==> src/rtl/i2s_master_codec_if.sv <==
// I2S bus master: generates BCLK/LRCK from clk, serializes a held stereo play pair
// onto DACDAT and deserializes ADCDAT into stereo record pairs.
module i2s_master_codec_if #(
    parameter int BCLK_DIV  = 4,
    parameter int WORD_BITS = 16,
    parameter int SLOT_BITS = 32
) (
    input  logic                 clk,
    input  logic                 rst_n,
    input  logic                 en,
    output logic                 aud_bclk,
    output logic                 aud_lrck,
    output logic                 aud_dacdat,
    input  logic                 aud_adcdat,
    input  logic [WORD_BITS-1:0] tx_left,
    input  logic [WORD_BITS-1:0] tx_right,
    input  logic                 tx_valid,
    output logic                 tx_ready,
    output logic                 underrun,
    output logic [WORD_BITS-1:0] rx_left,
    output logic [WORD_BITS-1:0] rx_right,
    output logic                 rx_valid
);
    localparam int FRAME_BITS = 2 * SLOT_BITS;
    localparam int DW         = (BCLK_DIV > 1) ? $clog2(BCLK_DIV) : 1;
    localparam int BW         = $clog2(FRAME_BITS);
    localparam int PW         = 2 * WORD_BITS;

    localparam logic [DW-1:0] DIV_LAST = DW'(BCLK_DIV - 1);
    localparam logic [BW-1:0] BIT_LAST = BW'(FRAME_BITS - 1);
    localparam logic [BW-1:0] SLOT_LEN = BW'(SLOT_BITS);
    localparam logic [BW-1:0] WORD_LEN = BW'(WORD_BITS);
    localparam logic [BW-1:0] RX_LAST  = BW'(SLOT_BITS + WORD_BITS);

    typedef enum logic {
        S_IDLE = 1'b0,
        S_RUN  = 1'b1
    } state_t;

    state_t          state_q, state_d;
    logic [DW-1:0]   div_cnt_q, div_cnt_d;
    logic [BW-1:0]   bit_cnt_q, bit_cnt_d;
    logic            bclk_q, bclk_d;
    logic            lrck_q, lrck_d;
    logic            dacdat_q, dacdat_d;
    logic [PW-1:0]   tx_sh_q, tx_sh_d;
    logic [PW-1:0]   rx_sh_q, rx_sh_d;
    logic            rx_done_q, rx_done_d;
    logic            hold_full_q, hold_full_d;
    logic [PW-1:0]   hold_q, hold_d;
    logic            underrun_q, underrun_d;
    logic            rx_valid_q, rx_valid_d;
    logic [WORD_BITS-1:0] rx_left_q, rx_left_d;
    logic [WORD_BITS-1:0] rx_right_q, rx_right_d;
    logic            frame_start;
    logic [BW-1:0]   bit_next;

    function automatic logic [BW-1:0] slot_pos(input logic [BW-1:0] b);
        return (b >= SLOT_LEN) ? b - SLOT_LEN : b;
    endfunction

    function automatic logic in_word(input logic [BW-1:0] p);
        return (p != '0) && (p <= WORD_LEN);
    endfunction

    always_comb begin
        state_d     = state_q;
        div_cnt_d   = div_cnt_q;
        bit_cnt_d   = bit_cnt_q;
        bclk_d      = bclk_q;
        lrck_d      = lrck_q;
        dacdat_d    = dacdat_q;
        tx_sh_d     = tx_sh_q;
        rx_sh_d     = rx_sh_q;
        rx_done_d   = 1'b0;
        hold_full_d = hold_full_q;
        hold_d      = hold_q;
        underrun_d  = 1'b0;
        rx_valid_d  = 1'b0;
        rx_left_d   = rx_left_q;
        rx_right_d  = rx_right_q;
        frame_start = 1'b0;
        bit_next    = '0;

        case (state_q)
            S_IDLE: begin
                div_cnt_d = '0;
                bit_cnt_d = '0;
                bclk_d    = 1'b0;
                lrck_d    = 1'b0;
                dacdat_d  = 1'b0;
                rx_sh_d   = '0;
                if (en) begin
                    state_d     = S_RUN;
                    frame_start = 1'b1;
                end
            end
            S_RUN: begin
                if (!en) begin
                    // Abort: in-flight frame and partial capture are dropped, hold survives.
                    state_d   = S_IDLE;
                    div_cnt_d = '0;
                    bit_cnt_d = '0;
                    bclk_d    = 1'b0;
                    lrck_d    = 1'b0;
                    dacdat_d  = 1'b0;
                    tx_sh_d   = '0;
                    rx_sh_d   = '0;
                end else begin
                    div_cnt_d = (div_cnt_q == DIV_LAST) ? '0 : div_cnt_q + 1'b1;
                    if (rx_done_q) begin
                        rx_valid_d = 1'b1;
                        rx_left_d  = rx_sh_q[PW-1:WORD_BITS];
                        rx_right_d = rx_sh_q[WORD_BITS-1:0];
                    end
                    if (div_cnt_q == DIV_LAST) begin
                        bclk_d = ~bclk_q;
                        if (bclk_q) begin
                            bit_next  = (bit_cnt_q == BIT_LAST) ? '0 : bit_cnt_q + 1'b1;
                            bit_cnt_d = bit_next;
                            lrck_d    = (bit_next >= SLOT_LEN);
                            dacdat_d  = 1'b0;
                            if (in_word(slot_pos(bit_next))) begin
                                dacdat_d = tx_sh_q[PW-1];
                                tx_sh_d  = {tx_sh_q[PW-2:0], 1'b0};
                            end
                            frame_start = (bit_next == '0);
                        end else begin
                            if (in_word(slot_pos(bit_cnt_q))) begin
                                rx_sh_d = {rx_sh_q[PW-2:0], aud_adcdat};
                            end
                            rx_done_d = (bit_cnt_q == RX_LAST);
                        end
                    end
                end
            end
            default: state_d = S_IDLE;
        endcase

        if (frame_start) begin
            if (hold_full_q) begin
                tx_sh_d     = hold_q;
                hold_full_d = 1'b0;
            end else begin
                tx_sh_d    = '0;
                underrun_d = 1'b1;
            end
        end

        // Handshake: a pair transfers on any edge where tx_valid && tx_ready; tx_ready is
        // the combinational inverse of hold_full_q, so a same-edge frame start never sees it.
        if (tx_valid && !hold_full_q) begin
            hold_d      = {tx_left, tx_right};
            hold_full_d = 1'b1;
        end
    end

    always_ff @(posedge clk or negedge rst_n) begin
        if (!rst_n) begin
            state_q     <= S_IDLE;
            div_cnt_q   <= '0;
            bit_cnt_q   <= '0;
            bclk_q      <= 1'b0;
            lrck_q      <= 1'b0;
            dacdat_q    <= 1'b0;
            tx_sh_q     <= '0;
            rx_sh_q     <= '0;
            rx_done_q   <= 1'b0;
            hold_full_q <= 1'b0;
            hold_q      <= '0;
            underrun_q  <= 1'b0;
            rx_valid_q  <= 1'b0;
            rx_left_q   <= '0;
            rx_right_q  <= '0;
        end else begin
            state_q     <= state_d;
            div_cnt_q   <= div_cnt_d;
            bit_cnt_q   <= bit_cnt_d;
            bclk_q      <= bclk_d;
            lrck_q      <= lrck_d;
            dacdat_q    <= dacdat_d;
            tx_sh_q     <= tx_sh_d;
            rx_sh_q     <= rx_sh_d;
            rx_done_q   <= rx_done_d;
            hold_full_q <= hold_full_d;
            hold_q      <= hold_d;
            underrun_q  <= underrun_d;
            rx_valid_q  <= rx_valid_d;
            rx_left_q   <= rx_left_d;
            rx_right_q  <= rx_right_d;
        end
    end

    assign aud_bclk   = bclk_q;
    assign aud_lrck   = lrck_q;
    assign aud_dacdat = dacdat_q;
    assign tx_ready   = ~hold_full_q;
    assign underrun   = underrun_q;
    assign rx_left    = rx_left_q;
    assign rx_right   = rx_right_q;
    assign rx_valid   = rx_valid_q;

endmodule

==> config.mk <==
export PLATFORM = sky130hd
export DESIGN_NAME = i2s_master_codec_if
export DESIGN_NICKNAME = d
export VERILOG_FILES = /design/src/rtl/i2s_master_codec_if.sv
export SDC_FILE = /design/constraint.sdc
export NUM_CORES = 1
export LEC_CHECK = 0
export ABC_AREA = 1
export CORE_UTILIZATION = 30
export CTS_BUF_LIST = sky130_fd_sc_hd__clkbuf_16
export CTS_CLUSTER_SIZE = 12
export DETAILED_ROUTE_END_ITERATION = 8
export PLACE_DENSITY = 0.5
export SYNTH_ARGS = -nofsm -noshare
export SYNTH_HDL_FRONTEND = slang
export SYNTH_SLANG_ARGS = --single-unit
export TNS_END_PERCENT = 100
==> constraint.sdc <==
create_clock -name clk -period 4.35 [get_ports clk]
set_input_delay 0.87 -clock clk [delete_from_list [all_inputs] [get_ports clk]]
set_output_delay 0.87 -clock clk [all_outputs]
set_load 0.01 [all_outputs]
# Word level (Yosys, flattened, before mapping)
# Cells that the tools add are included.
dict set report totals {
  register_bits 144
  inputBits 37
  output_inout_bits 38
}
dict set report op_classes {
  n_addsub 4
  n_lt_le_gt_ge 4
  eq_ne 10
  mux 50
  bitwise 3
  n_reduce_logical 13
}
# operator count
set op_table {}
lappend op_table {{$mux 32} 11}
lappend op_table {{$pmux 32 s2} 1}
lappend op_table {{$mux 6} 6}
lappend op_table {{$mux 1} 24}
lappend op_table {{$eq 6x6->1 const B} 2}
lappend op_table {{$ge 6x6->1 const B} 2}
lappend op_table {{$le 6x5->1 const B} 2}
lappend op_table {{$pmux 6 s2} 1}
lappend op_table {{$reduce_bool 6->1} 2}
lappend op_table {{$sub 6x6->6 const B} 2}
lappend op_table {{$ne 3x1->1 const B} 3}
lappend op_table {{$ne 3x2->1 const B} 3}
lappend op_table {{$pmux 1 s2} 4}
lappend op_table {{$add 6x1->6 const B} 1}
lappend op_table {{$logic_not 6->1} 1}
lappend op_table {{$reduce_and 3->1} 2}
lappend op_table {{$mux 2} 2}
lappend op_table {{$pmux 2 s2} 1}
lappend op_table {{$reduce_and 4->1} 1}
lappend op_table {{$reduce_bool 2->1} 2}
lappend op_table {{$logic_and 1x1->1} 3}
lappend op_table {{$ne 3x3->1 const B} 1}
lappend op_table {{$not 1->1} 3}
lappend op_table {{$add 2x1->2 const B} 1}
lappend op_table {{3 further kinds} 3}

# Longest topological paths before layout
dict set report depth {
  word_depth 12
  ltp_mapped 14
  depth_no_buf 13
}

# Worst setup path before layout
# OpenSTA, ideal clock, no wires.
dict set report synth_path {
  path_type {input to register}
  start {in en}
  end {reg rx_right_q[1], in the netlist rx_right[1]}
  setup_ns 0.133
  arrival_ns 1.738
  required_time_ns 4.217
  setup_slack_ns 2.479
  cell_stages 5
  path_buffers 1
  cell_sequence {nand2_1 > clkinv_1 > nand2_1 > clkbuf_1 > o21ai_0}
}
dict set report synth_via {
  elab_chain_len 1
}
# element line
set synth_rtl {}
lappend synth_rtl {{from (decl)} 10} ;# input logic en,
lappend synth_rtl {{$reduce_and 3->1 (no line)} -}
lappend synth_rtl {{to (signal assigned)} 190} ;# rx_right_q <= rx_right_d;
lappend synth_rtl {{to (decl)} 54} ;# logic [WORD_BITS-1:0] rx_right_q, rx_right_d;
# Every way passes these cells.
# A chain may end at the register's enable or synchronous reset.

# Worst setup path after layout
dict set report layout_path {
  start {reg bit_cnt_q[0]}
  end {reg tx_sh_q[1]}
}
dict set report layout_via {
  elab_chain_len 9
}
# element line
set layout_rtl {}
lappend layout_rtl {{from (decl)} 42} ;# logic [BW-1:0] bit_cnt_q, bit_cnt_d;
lappend layout_rtl {{from (signal assigned)} 178} ;# bit_cnt_q <= bit_cnt_d;
lappend layout_rtl {{$add 6x1->6 / $eq 6x6->1 (equally long branches)} 119} ;# bit_next = (bit_cnt_q == BIT_LAST) ? '0 : bit_cnt_q + 1'b1;
lappend layout_rtl {{$mux 6 (*)} 119}
lappend layout_rtl {{parallel branches: the longest is 7 deep, another holds $sub 6x6->6} -}
lappend layout_rtl {{to (signal assigned)} 182} ;# tx_sh_q <= tx_sh_d;
lappend layout_rtl {{to (decl)} 46} ;# logic [PW-1:0] tx_sh_q, tx_sh_d;
# Every way passes the cells marked *.

==> results_dict.tcl <==
set metrics [dict create \
    setup_viol 0 \
    area_growth_pct 22.6 \
    nFillCells 2258 \
    cp_cell_sequence "ha_1 > nand2_2 > nor2_1 > nand2_1 > nand3_1 > nand2_1 > inv_2 > nand2_4 > nand3_2 > nand2_4 > clkinv_2 > nand2_1 > nand2_1" \
    antenna_found_initial 0 \
    layout-drive-gt1-share_pct 8.83 \
    gr-total-overflow 0 \
    clk_path_buf_depth 2 \
    grtUsageTotal_pct 13.5 \
    cpMostUsedCell "nand2_1" \
    die_height_um 149 \
    start_kind "register" \
    required_ns 4.65 \
    cts_setup_buffers 0 \
    cts_buffers 17 \
    cts_num_sinks 144 \
    synth.area.top_cells "dfrtp_1 (56%), nand2_1 (19%), mux2_2 (5.6%), inv_1 (4.6%), nand3_1 (3.5%)" \
    whs_ns 0.430 \
    drc_errors 0 \
    cpMaxStageDelayCell "clkinv_2" \
    slew_headroom_pct 33.1 \
    fmax_ghz 0.349 \
    start_util_pct 30.7 \
    num_vias 4862 \
    clockRootBuffer "clkbuf_16" \
    status "complete, no violations" \
    wl_per_cell_um 12.2 \
    die_area_um2 22200 \
    synthXorXnorAreaFrac_pct 0 \
    grt_pass1_vias 4888 \
    antenna_left 0 \
    synth_compound_area_share_pct 3.59 \
    crit_type "reg2reg" \
    die_w_um 149 \
    yosys.area_share.simple_pct 26.8 \
    synthDistinctLibCells 27 \
    period_needed_ns 2.87 \
    initialDrtViolationCount 366 \
    peakVddDrop_uv 261 \
    synth_adder_area_share_pct 0.772 \
    cpPeakStageDelay_ns 0.48 \
    final_cell_mix "nand2_1 (334), dfrtp_1 (144), inv_1 (80), clkdlybuf4s50_1 (73), nand3_1 (45)" \
    grt_pass1_wl_mm 23.7 \
    seq_area_frac_synth_pct 55.6 \
    hpwl_mm 8.42 \
    final_common_cell "nand2_1" \
    finalMaxSlewViolations 0 \
    vias_per_cell 4.33 \
    hold_viol_final 0 \
    io_pins 75 \
    skew_ns 0.0156 \
    rsz0062_at_grt "false" \
    syn_inst 779 \
    synth_area_um2 6480 \
    syn_nets 820 \
    grt_max_degree 109 \
    cts-resized-gates 0 \
    path_clk_slew_ns 0.06 \
    drt_first_pass_iters 4 \
    cp.arrival_ns 3.16 \
    yosys_warnings 0 \
    path_max_fanout 34 \
    syn_area_per_cell_um2 8.32 \
    drv_cap 0 \
    diodes 0 \
    endpoint_kind "register" \
    period_share_pct 65.9 \
    fin_tns_setup_ns 0 \
    finalNetCount 881 \
    synth_top_family_by_area "simple AND/OR/NAND/NOR gates" \
    insertion_delay_ns 0.42 \
    power_density_nw_per_um2 415 \
    leakagePower_nw 4.05 \
    core_area_um2 21100 \
    r2r_slack_ns 1.48 \
    tritoncts "built" \
    htree_levels 4 \
    cts_hold_buf 0 \
    tightestPinTransition_ns 1.00 \
    netlist.top_cell.by_area "dfrtp_1" \
    rows 53 \
    ys_seq_elements 144 \
    gp_congestion 0.730 \
    port_buffers 74 \
    hold_path_class "reg2reg" \
    synth_mux_area_share_pct 5.56 \
    synthDominantCellAreaShare_pct 55.6 \
    wl_mm 13.7 \
]
==> routing by layer <==
layer	up-vias	part of all wire, %	track usage, %
met5	-	0	0
met4	0	1.0	4.80
met3	12	3.2	3.67
met2	78	45	21.1
met1	2268	50	18.0
li1	2504	-	-
==> flip-flops by register name (all words and copies together) (netlist names), 2 cells and up <==
register / flops
bit_cnt_q: 6
div_cnt_q: 2
hold_q: 32
rx_left: 16
rx_right: 16
rx_sh_q: 32
tx_sh_q: 32
==> where the power goes <==
part	internal [W]	switching [W]	total, W
Combinational	0.000202	0.000223	0.000424
Sequential	0.00150	0.0000807	0.00158
Clock	0.000757	0.000534	0.00129
==> cells by family (layout without fill, tap and decap cells) <==
family	count (synthesis)	after routing
compound gates	45	45
fa+ha+maj	4	4
buf+inv	121	191
flops	144	144
mux	32	32
simple gates	433	433
==> layout make-up <==
type	count	area, µm²	share of cell area (%)
well taps	275	344	4.33
repair buffers	80	800	10.1
flip-flops and latches	144	3600	45.4
clock buffers	17	425	5.36
inverters	83	313	3.94
multi-input cells	514	2380	30.0
clock inverters	11	78.8	0.992
==> Yosys cell counts <==
cell type,count
nand2_4,3
o22ai_1,1
nand2_2,3
buf_4,3
clkinv_1,1
mux2_2,32
a21oi_1,2
buf_1,1
nor3_1,1
clkbuf_1,22
nand3_1,45
o32ai_1,1
o21ai_0,40
buf_6,3
inv_2,2
nor2_2,1
nand4_1,4
nor2_1,39
nand3_2,1
or2_2,1
dfrtp_1,144
inv_1,79
nand2_1,335
ha_1,4
buf_2,9
o21a_1,1
clkinv_2,1
==> worst paths after layout <==
| kind | start | to | depth (start not counted) |
|---|---|---|---|
| worst max-delay path | bit_cnt_q[0]$_DFFE_PN0P_ | tx_sh_q[1]$_DFFE_PN0P_ | 13 |
| worst min-delay path | div_cnt_q[0]$_DFF_PN0_ | div_cnt_q[0]$_DFF_PN0_ | 1 |
| worst max register to register | bit_cnt_q[0]$_DFFE_PN0P_ | tx_sh_q[1]$_DFFE_PN0P_ | 13 |
| worst min register to register | div_cnt_q[0]$_DFF_PN0_ | div_cnt_q[0]$_DFF_PN0_ | 1 |
| max in group asynchronous | rst_n | tx_sh_q[8]$_DFFE_PN0P_ | 2 |
| min in group asynchronous | rst_n | rx_left[6]$_DFFE_PN0P_ | 1 |
==> worst max-delay path, delay by kind of cell, from the launching register on <==
family / cells / cell delay, ns
fa+ha+maj: 1 / 0.28
simple gates: 10 / 1.45
buf+inv: 2 / 0.53
flops: 1 / 0.47
==> per-stage QoR <==
| stage | cells | area, µm² | power, W | util [%] | setup WS (ns) |
|---|---|---|---|---|---|
| 2_1_floorplan | 779 | 6480 | 0.00189 | - | 2.48 |
| 3_5_place_dp | 1096 | 7440 | 0.00204 | 35.3 | 1.16 |
| 4_1_cts | 1124 | 7940 | 0.00335 | 37.7 | 1.46 |
| 6_report | 1124 | 7940 | 0.00329 | 37.7 | 1.48 |
| 5_1_grt | 1124 | 7940 | 0.00347 | 37.7 | 1.18 |
| 3_3_place_gp | 1096 | 7440 | 0.00203 | 35.3 | 1.21 |
Power figures use the tool's default switching activity.
